[config.mk]
export PLATFORM = sky130hd
export DESIGN_NAME = fetch_controller
export DESIGN_NICKNAME = d
export VERILOG_FILES = /design/src/rtl/fetch_controller.sv
export SDC_FILE = /design/constraint.sdc
export NUM_CORES = 1
export LEC_CHECK = 0
export ABC_CLOCK_PERIOD_IN_PS = 5900
export BUFFER_PORTS_ARGS = -buffer_cell sky130_fd_sc_hd__clkbuf_2
export CORE_MARGIN = 3
export CORE_UTILIZATION = 54
export CTS_CLUSTER_DIAMETER = 30
export DETAILED_ROUTE_END_ITERATION = 12
export PLACE_DENSITY = 0.88
export SLEW_MARGIN = 20
export SYNTH_ARGS = -nofsm -noshare
export SYNTH_HDL_FRONTEND = slang
export SYNTH_SLANG_ARGS = --single-unit
[constraint.sdc]
create_clock -name clk -period 5.9 [get_ports clk]
set_input_delay 0.59 -clock clk [delete_from_list [all_inputs] [get_ports clk]]
set_output_delay 0.59 -clock clk [all_outputs]
set_load 0.01 [all_outputs]
[src/rtl/fetch_controller.sv]
// ---------------------------------------------------------------------------
// fetch_controller
//
// Instruction-fetch sequencer for a combinational instruction ROM. It owns
// the program counter, drives the ROM address from it, and captures each
// returned instruction (tagged with its PC) into a small FIFO fetch queue.
// Decode pulls instructions from the queue head over a valid/ready
// handshake. A branch/jump redirect from execute flushes the queue and
// reloads the PC.
//
// Parameters
//   RESET_PC       PC loaded on reset (word aligned)
//   QDEPTH         fetch-queue entries (power of two, >= 2)
//
// Ports
//   clk            system clock, rising edge
//   rst            asynchronous active-high reset
//   imem_addr      ROM byte address (equals the PC register)
//   imem_rdata     instruction returned combinationally for imem_addr
//   fetch_en       1 = fetching permitted, 0 = PC frozen and no pushes
//   redirect_valid branch/jump taken this cycle
//   redirect_pc    redirect target byte address (low two bits ignored)
//   out_valid      queue head holds a valid instruction
//   out_ready      decode accepts the head this cycle
//   out_instr      head instruction
//   out_pc         head PC
//   q_count        current queue occupancy
// ---------------------------------------------------------------------------
module fetch_controller #(
    parameter logic [31:0] RESET_PC = 32'h0000_0000,
    parameter int          QDEPTH   = 2
) (
    input  logic                         clk,
    input  logic                         rst,
    output logic [31:0]                  imem_addr,
    input  logic [31:0]                  imem_rdata,
    input  logic                         fetch_en,
    input  logic                         redirect_valid,
    input  logic [31:0]                  redirect_pc,
    output logic                         out_valid,
    input  logic                         out_ready,
    output logic [31:0]                  out_instr,
    output logic [31:0]                  out_pc,
    output logic [$clog2(QDEPTH+1)-1:0]  q_count
);

    localparam int PW = $clog2(QDEPTH);
    localparam int CW = $clog2(QDEPTH + 1);
    localparam logic [CW-1:0] QDEPTH_C = CW'(QDEPTH);

    logic [31:0]   pc_reg;
    logic [31:0]   pc_next;
    logic [PW-1:0] wr_ptr_reg;
    logic [PW-1:0] wr_ptr_next;
    logic [PW-1:0] rd_ptr_reg;
    logic [PW-1:0] rd_ptr_next;
    logic [CW-1:0] count_reg;
    logic [CW-1:0] count_next;

    // Queue storage. Kept in flops rather than RAM because the head is read
    // combinationally and the whole queue is cleared by reset.
    logic [31:0]   entry_pc_reg    [QDEPTH];
    logic [31:0]   entry_instr_reg [QDEPTH];

    logic          push;
    logic          pop;

    assign imem_addr = pc_reg;
    assign out_valid = (count_reg != '0);
    assign out_pc    = entry_pc_reg[rd_ptr_reg];
    assign out_instr = entry_instr_reg[rd_ptr_reg];
    assign q_count   = count_reg;

    assign pop  = out_valid & out_ready;
    // A full queue may still accept a push when the head leaves this cycle.
    assign push = fetch_en & ~redirect_valid & ((count_reg < QDEPTH_C) | pop);

    always_comb begin
        pc_next     = pc_reg;
        wr_ptr_next = wr_ptr_reg;
        rd_ptr_next = rd_ptr_reg;
        count_next  = count_reg;
        if (redirect_valid) begin
            // Flush wins over any pop this cycle; target alignment bits dropped.
            pc_next     = {redirect_pc[31:2], 2'b00};
            wr_ptr_next = '0;
            rd_ptr_next = '0;
            count_next  = '0;
        end else begin
            if (push) begin
                pc_next     = pc_reg + 32'd4;      // wraps modulo 2^32
                wr_ptr_next = wr_ptr_reg + PW'(1); // wraps modulo QDEPTH
            end
            if (pop) begin
                rd_ptr_next = rd_ptr_reg + PW'(1);
            end
            count_next = count_reg + CW'(push) - CW'(pop);
        end
    end

    always_ff @(posedge clk or posedge rst) begin
        if (rst) begin
            pc_reg     <= RESET_PC;
            wr_ptr_reg <= '0;
            rd_ptr_reg <= '0;
            count_reg  <= '0;
        end else begin
            pc_reg     <= pc_next;
            wr_ptr_reg <= wr_ptr_next;
            rd_ptr_reg <= rd_ptr_next;
            count_reg  <= count_next;
        end
    end

    always_ff @(posedge clk or posedge rst) begin
        if (rst) begin
            for (int i = 0; i < QDEPTH; i++) begin
                entry_pc_reg[i]    <= '0;
                entry_instr_reg[i] <= '0;
            end
        end else if (push) begin
            entry_pc_reg[wr_ptr_reg]    <= pc_reg;
            entry_instr_reg[wr_ptr_reg] <= imem_rdata;
        end
    end

endmodule

### Word-level counts from Yosys, hierarchy flattened

Cells that the tools add are included.

| storage, ports and cells | value |
|---|---|
| register bits | 164 |
| input port bits | 69 |
| output and inout port bits | 99 |
| word-level logic and storage cells | 45 |

| operators by class | value |
|---|---|
| $add $sub $neg | 5 |
| $lt $le $gt $ge | 4 |
| multiplexer cells | 17 |
| bitwise logic cells | 7 |
| reductions and logical operators | 4 |

Operator list:

| kind | number |
|---|---|
| 2-to-1 mux 32 bit | 9 |
| bitwise mux 64 bit | 2 |
| adder 32 x 3 -> 32 bit, second input constant | 1 |
| demux 32 bit (select 1 bit) | 1 |
| nonzero test 2 bit | 3 |
| greater-or-equal comparator 2 bit, second input constant | 2 |
| 2-to-1 mux 1 bit | 4 |
| inverter 1 -> 2 bit | 2 |
| bitwise AND 1 bit | 3 |
| adder 1 bit, second input constant | 2 |
| adder 2 x 1 -> 2 bit | 1 |
| < comparator 2 x 1 -> 1 bit, second input constant | 1 |
| < comparator 2 bit, second input constant | 1 |
| 2-to-1 mux 2 bit | 1 |
| subtractor 2 x 1 -> 2 bit | 1 |
| logical AND 1 bit | 1 |
| inverter 1 bit | 1 |
| bitwise OR 1 bit | 1 |

### Logic depth before layout (Yosys ltp)

Gate-level depths: netlist of the first run.

| logic depth | value |
|---|---|
| depth in word-level cells | 7 |
| depth in mapped cells | 8 |
| mapped depth without buffers | 8 |

### Worst setup path after synthesis of the first run

Ideal clock, no wire load.

| timing | value |
|---|---|
| path type | reg-to-reg |
| start point | register count_reg[1], in the netlist q_count[1] |
| end point | register count_reg[1], in the netlist q_count[1] |
| setup time | 0.132 ns |
| arrival time | 1.769 ns |
| required time | 5.768 ns |
| setup slack | 3.999 ns |
| cell stages (with the launch flop) | 9 |
| path buffers | 0 |
| period minus slack after synthesis | 1.901 ns |
| path through | dfrtp_1 -> or2_2 -> and2_1 -> ha_1 -> inv_1 -> ha_1 -> xor2_1 -> xnor2_1 -> nor2_1 |

| on the way | value |
|---|---|
| longest elaborated chain between the ends | 7 |
| elaborated cells between the ends (all ways) | 8 |
| those cells by class | 2 x add/sub; 1 x order compare; 1 x mux; 3 x bitwise; 1 x reduce/logical |

Ends and longest elaborated chain:

| item | line | source |
|---|---|---|
| from (decl) | 57 | `logic [CW-1:0] count_reg;` |
| from (signal assigned) | 111 | `count_reg <= count_next;` |
| nonzero test 2 bit * | 69 | `assign out_valid = (count_reg != '0);` |
| named net out_valid | 40 | `output logic out_valid,` |
| bitwise AND 1 bit * | 74 | `assign pop = out_valid & out_ready;` |
| bitwise OR 1 bit | 76 | `assign push = fetch_en & ~redirect_valid & ((count_reg < QDEPTH_C) \| pop);` |
| bitwise AND 1 bit | 76 |  |
| adder 2 x 1 -> 2 bit | 97 | `count_next = count_reg + CW'(push) - CW'(pop);` |
| subtractor 2 x 1 -> 2 bit * | 97 |  |
| 2-to-1 mux 2 bit * | 83 | `if (redirect_valid) begin` |
| named net count_next[1] | 58 | `logic [CW-1:0] count_next;` |

The timed path passes the listed nets; every way through them passes the cells marked *.
A chain may end at the register's enable or synchronous reset.

### Worst setup path in the final report of the first run

| timing | value |
|---|---|
| start point | input port redirect_valid |
| end point | register entry_pc_reg[59] (netlist name) |

| on the way | value |
|---|---|
| longest elaborated chain between the ends | 3 |

Ends and longest elaborated chain:

| item | line | source |
|---|---|---|
| from (decl) | 38 | `input logic redirect_valid,` |
| inverter 1 bit | 76 |  |
| bitwise AND 1 bit (2 in series) | 76 |  |
| to (signal, indexed assignment) | 122 | `entry_pc_reg[wr_ptr_reg] <= pc_reg;` |
| to (decl) | 62 | `logic [31:0] entry_pc_reg [QDEPTH];` |

No other way between the ends.

==> qor.yml, run 1 <==
maxSlewHeadroom: 0.373
placementRows: 42
power_density_nw_per_um2: 470
first_global_vias: 5351
clockRootBuffer: "clkbuf_16"
clockBufferDepth: 2
h-tree-depth: 4
fin_nets: 780
cp-end-kind: "flip-flop"
status: "finished, final reports clean"
ioPinCount: 168
tritoncts: "yes"
synth_cells: 550
grt_pass1_wl_mm: 25.9
hold_violations: 0
cts.sinks: 158
numCtsBuffers: 17
globalplace.congestion: 0.807
grtUsageTotal: 0.222
wl_met1_mm: 6.65
ir_worst_vdd_v: 0.000230
routed_via_density: 5.44
min_path_type: "input port to flip-flop"
rsz0062_at_grt: "no"
fmax_ghz: 0.378
top_layer_used: "met4"
post_drt_wl_per_cell_microns: 17.9
ys_seq_area_frac: 0.536
overflow: 0
largest_register_ffs: 64
finalSetupViolations: 0
grt_max_degree: 111
num_vias: 4883
synth_area_sq_um: 7370
final.setup.tns_ns: 0
finalMaxSlewViolations: 0
final_util: 0.670
postCtsHoldBufs: 0
drt_iter0_drc: 221
fp.dieH_microns: 123
netlist-cell-type-count: 41
dr_wl_met3_microns: 796
drtPass1Iterations: 6
critPathKind: "input port to flip-flop"
numPortBuffers: 161
antenna_left: 0
min_period_ns: 2.65
hpwlAfterDp_mm: 11.0
maxCapViolations: 0
yosys_register_bits: 158
drive_gt1_frac: 0.563
start_kind: "input port"
wl_met2_mm: 8.25
wl_mm: 16.1
path_max_fanout: 65
die-area_sq_um: 15100
syn2layout_area_growth_pct: 20.8
cp.required_ns: 6.21
finalCritPeriodShare: 0.449
floorplan.initialDensity: 0.554
route.detailed.drc: 0
tightestPinTransition_ns: 0.940
dieWidth_microns: 123
post_cts_resized: 0
p_leak_uw: 0.00408
postCtsSetupBuffers: 0
clk-insertion-delay-late_ns: 0.42
clock-skew-final_ns: 0.00683
antenna_found_initial: 0
worst_ep_arrival_time_ns: 2.95
core_sq_um: 13300
yosysWarnings: 0
syn_area_per_cell_sq_um: 13.4
diodes: 0
cts.clk_slew.worst_paths_ns: 0.06
[critical path, stage by stage]
cell	delay (ns)
clkbuf_2	0.08
buf_4	0.31
inv_1	0.20
nand3_1	0.17
nor2_4	0.53
buf_4	0.64
mux2_2	0.41
[stage by stage]
step / setup WS (ns) / hold WS (ns) / total power, uW / cells / instance area [sq um]
floorplan: 1.05 / 0.474 / 2630 / 553 / 7380
global placement: 2.66 / 0.481 / 3030 / 864 / 8300
detailed placement: 2.77 / 0.488 / 3140 / 865 / 8310
CTS: 3.21 / 0.362 / 4230 / 897 / 8900
global route: 3.08 / 0.381 / 4430 / 897 / 8900
finish: 3.25 / 0.375 / 4180 / 897 / 8900
[cell type report]
cell class | count | area [sq um]
clock inverters | 9 | 111
inverters | 5 | 23.8
flip-flops and latches | 158 | 3960
multi-input cells | 357 | 3250
well taps | 176 | 220
repair buffers | 169 | 870
fillers | 976 | 4390
clock buffers | 23 | 478
[worst paths after layout]
| path | startpoint | end | slack (ns) | depth (start not counted) |
|---|---|---|---|---|
| setup reg to reg | q_count[1] | entry_pc_reg[59] | 3.39 | 5 |
| min in group asynchronous | rst | entry_instr_reg[59] | 0.39 | 2 |
| hold / removal | redirect_pc[6] | imem_addr[6] | 0.37 | 3 |
| setup / recovery | redirect_valid | entry_pc_reg[59] | 3.25 | 7 |
| hold reg to reg | entry_pc_reg[2] | entry_pc_reg[2] | 0.50 | 1 |
| max in group asynchronous | rst | entry_pc_reg[50] | 4.34 | 3 |
[logic make-up after synthesis]
group	after synthesis	share of synthesized area
mux	188	0.287
xor+xnor	31	0.0368
simple gates	100	0.0859
buf+inv	38	0.0256
fa+ha+maj	3	0.00509
other cells	1	0.000509
compound gates	31	0.0227
flops	158	0.536
[power breakdown]
| part | switching [uW] | leakage, uW | internal, uW | total (uW) |
|---|---|---|---|---|
| Sequential | 234 | 0.00190 | 1490 | 1720 |
| Combinational | 617 | 0.00190 | 770 | 1390 |
| Clock | 419 | 0.000272 | 656 | 1070 |
[layer usage]
metal / up-vias / GRT usage
met5: - / 0
met4: 0 / 0.0875
met3: 30 / 0.0571
met2: 137 / 0.386
met1: 2458 / 0.263
li1: 2258 / -
[layout by cell type, fill, tap and decap left out, types with 4 or more instances in the layout]
| cell | count |
|---|---|
| nor2_1 | 9 |
| o21ai_0 | 17 |
| clkinvlp_4 | 5 |
| mux2_2 | 187 |
| xnor2_1 | 19 |
| clkbuf_16 | 17 |
| conb_1 | 4 |
| inv_1 | 4 |
| nand3_1 | 8 |
| nand2_1 | 39 |
| o21ai_1 | 11 |
| buf_4 | 7 |
| nor3_1 | 5 |
| nand4_1 | 10 |
| clkbuf_2 | 161 |
| dfrtp_1 | 157 |
| xor2_1 | 12 |
[cell usage after synthesis, drive strengths merged]
cell | count | area (sq um)
a22o | 1 | 8.76
a311o | 1 | 10.0
a31o | 1 | 8.76
and2 | 5 | 35.0
and3 | 3 | 18.8
and4 | 3 | 32.5
buf | 25 | 140
clkbuf | 8 | 30.0
conb | 1 | 3.75
dfrtp | 158 | 3950
ha | 3 | 37.5
inv | 5 | 18.8
mux2 | 187 | 2110
mux2i | 1 | 10.0
nand2 | 39 | 146
nand2b | 2 | 15.0
nand3 | 9 | 50.1
nand4 | 12 | 105
nor2 | 10 | 40.0
nor2b | 2 | 12.5
nor3 | 5 | 25.0
nor3b | 1 | 7.51
nor4 | 4 | 61.3
nor4b | 4 | 77.6
o21ai | 28 | 140
or2 | 1 | 6.26
xnor2 | 19 | 166
xor2 | 12 | 105
(Power assumes the default switching activity.)
==> run 2: changes to the inputs <==
Settings changed: ABC_CLOCK_PERIOD_IN_PS 5900 to 2100, CORE_UTILIZATION 54 to 49, PLACE_DENSITY 0.88 to 0.84.
Clock period 5.9 ns to 2.1 ns, I/O delays scaled along.
==> run 2 against run 1 <==
Compared with the run above: clock skew increased by 0.0036 ns; critical path depth is 4 lower; die area grew 9.7%; via count rose by 1.9%; design area grew 3.1%; setup slack got worse by 3.2 ns; total power grew to 2.9 times the previous value; count of clock-buffer cells in the layout shrank 1; cell count rose by 2.8%; critical path type is now flip-flop to output port; largest cell class unchanged; largest power group unchanged; highest routed layer unchanged.
==> qor.yml, run 2 (synthesis gave the netlist of run 1 again) <==
maxSlewHeadroom: 0.610  # +0.237
p_int_uw: 8450  # +190%
wl_met2_mm: 8.65  # +4.9%
syn2layout_area_growth_pct: 24.5
cts.sinks: 158  # unchanged
diodes: 0  # unchanged
hold_violations: 0  # unchanged
layout_commonest_cell: "mux2_2"
postCtsSetupBuffers: 0  # unchanged
ir_worst_vdd_v: 0.000632  # +170%
drtPass1Iterations: 4  # -2
grt_max_degree: 65  # -41%
first_global_vias: 5264  # -1.6%
dr_wl_met3_microns: 694  # -13%
min_path_type: "input port to flip-flop"
path_max_fanout: 25  # -62%
antenna_left: 0  # unchanged
globalplace.congestion: 0.772  # -4.3%
h-tree-depth: 4  # unchanged
placementRows: 44  # +4.8%
finalSetupViolations: 0  # unchanged
cts.clk_slew.worst_paths_ns: 0.06  # about the same
numCtsBuffers: 17  # unchanged
largest_register_ffs: 64  # unchanged
final_util: 0.627  # -0.0429
pwr-share-seq: 0.403  # -0.009
rsz0062_at_grt: "no"
die-area_sq_um: 16600  # +9.7%
routed_via_density: 5.40  # -0.84%
finalCritPeriodShare: 0.959
clockRootBuffer: "clkbuf_16"
critPathKind: "flip-flop to output port"
num_vias: 4977  # +1.9%
clockBufferDepth: 2  # unchanged
clock-skew-final_ns: 0.0104  # +0.00360 ns
combPwrFrac: 0.331  # about the same
design_area_sq_um: 9180  # +3.1%
placed_cell_area_sq_um: 8450  # +1.7%
post_cts_resized: 0  # unchanged
post_drt_wl_per_cell_microns: 18.1  # +0.82%
worst_ep_arrival_time_ns: 1.80  # -1.15 ns
switching_share: 0.301  # -0.00276
fin_nets: 797  # +2.2%
core_sq_um: 14600  # +10%
dieWidth_microns: 129  # +4.7%
maxCapViolations: 0  # unchanged
status: "finished, final reports clean"
start_kind: "flip-flop"
finalMaxSlewViolations: 0  # unchanged
p_leak_uw: 0.00420  # +2.9%
timing.hold.ws_ns: 0.0175  # -0.357 ns
tightestPinTransition_ns: 0.584  # -0.356 ns
tritoncts: "yes"
ioPinCount: 168  # unchanged
wl_met1_mm: 6.90  # +3.7%
route.detailed.drc: 0  # unchanged
hpwlAfterDp_mm: 11.6  # +5.4%
floorplan.initialDensity: 0.503  # -0.0511
cp-end-kind: "output port"
wl_mm: 16.7  # +3.6%
drive_gt1_frac: 0.557  # -0.00620
grtUsageTotal: 0.207  # -0.0147
numPortBuffers: 161  # unchanged
clk-insertion-delay-late_ns: 0.42  # about the same
min_period_ns: 2.01
antenna_found_initial: 0  # unchanged
fmax_ghz: 0.497
power_density_nw_per_um2: 1320  # +180%
clkPwrFrac: 0.266  # +0.009
power.net_switching_uw: 3640  # +190%
grt_pass1_wl_mm: 26.9  # +4.1%
fill_cells: 1100  # +13%
top_layer_used: "met4"
fp.dieH_microns: 129  # +4.7%
overflow: 0  # unchanged
final_cell_mix: "mux2_2, clkbuf_2, dfrtp_1"
postCtsHoldBufs: 11  # +11
drt_iter0_drc: 199  # -10%
cp.required_ns: 1.89  # -4.32 ns
## run 2: changes by cell type in the layout (fill, tap and decap cells not counted)
cell / previous run / this run
dlygate4sd3_1: 0 / 11
buf_12: 0 / 7
bufinv_16: 2 / 4
clkbuf_8: 3 / 1
clkinvlp_4: 5 / 3
buf_6: 1 / 0
clkbuf_1: 3 / 4
clkinv_2: 1 / 2
clkinv_4: 1 / 2
inv_6: 1 / 0
## run 2: worst paths after layout
| path | from | endpoint | slack, ns | cells after the start |
|---|---|---|---|---|
| min in group asynchronous | rst | entry_instr_reg[0] | 0.41 | 3 |
| worst max-delay path | rd_ptr_reg | out_instr[3] | 0.09 | 3 |
| worst min register to register | entry_pc_reg[27] | entry_pc_reg[27] | 0.50 | 1 |
| worst max register to register | q_count[1] | q_count[1] | 0.18 | 8 |
| max in group asynchronous | rst | entry_instr_reg[60] | 1.01 | 4 |
| worst min-delay path | redirect_pc[14] | imem_addr[14] | 0.02 | 3 |
## run 2: through the flow
stage | cells | worst slack, ns | total power (uW) | setup TNS [ns]
CTS | 922 | 0.0535 | 12200 | 0
global route | 922 | 0.0114 | 12800 | 0
detailed placement | 879 | 0.179 | 8940 | 0
floorplan | 553 | -0.111 | 7390 | -17.52
finish | 922 | 0.0870 | 12100 | 0
global placement | 879 | 0.203 | 8660 | 0
## run 2: worst max-delay path: stages (launching register included)
cell	delay, ns
dfrtp_2	0.62
buf_12	0.25
mux2_2	0.36
clkbuf_2	0.13
## run 2: area by class of cell
type	instances	area (sq um)	share of cell area
Timing Repair Buffer	186	1110	0.121
Sequential cell	158	3960	0.431
Clock buffer	22	454	0.0495
Inverter	5	22.5	0.00245
Clock inverter	10	163	0.0177
Tap cell	184	230	0.0251
Multi-Input combinational cell	357	3250	0.354
## run 2: power groups by stage
stage / Combinational, uW / Clock (uW) / Sequential [uW]
detailed placement: 4020 / 0 / 4920
finish: 4000 / 3210 / 4880
floorplan: 2720 / 0 / 4670
CTS: 4060 / 3270 / 4880
global placement: 3890 / 0 / 4780
global route: 4330 / 3400 / 5020
## run 2: layer usage
metal | vias up | global-route usage
met4 | 0 | 0.0834
met1 | 2517 | 0.249
met5 | - | 0
li1 | 2294 | -
met2 | 136 | 0.361
met3 | 30 | 0.0477
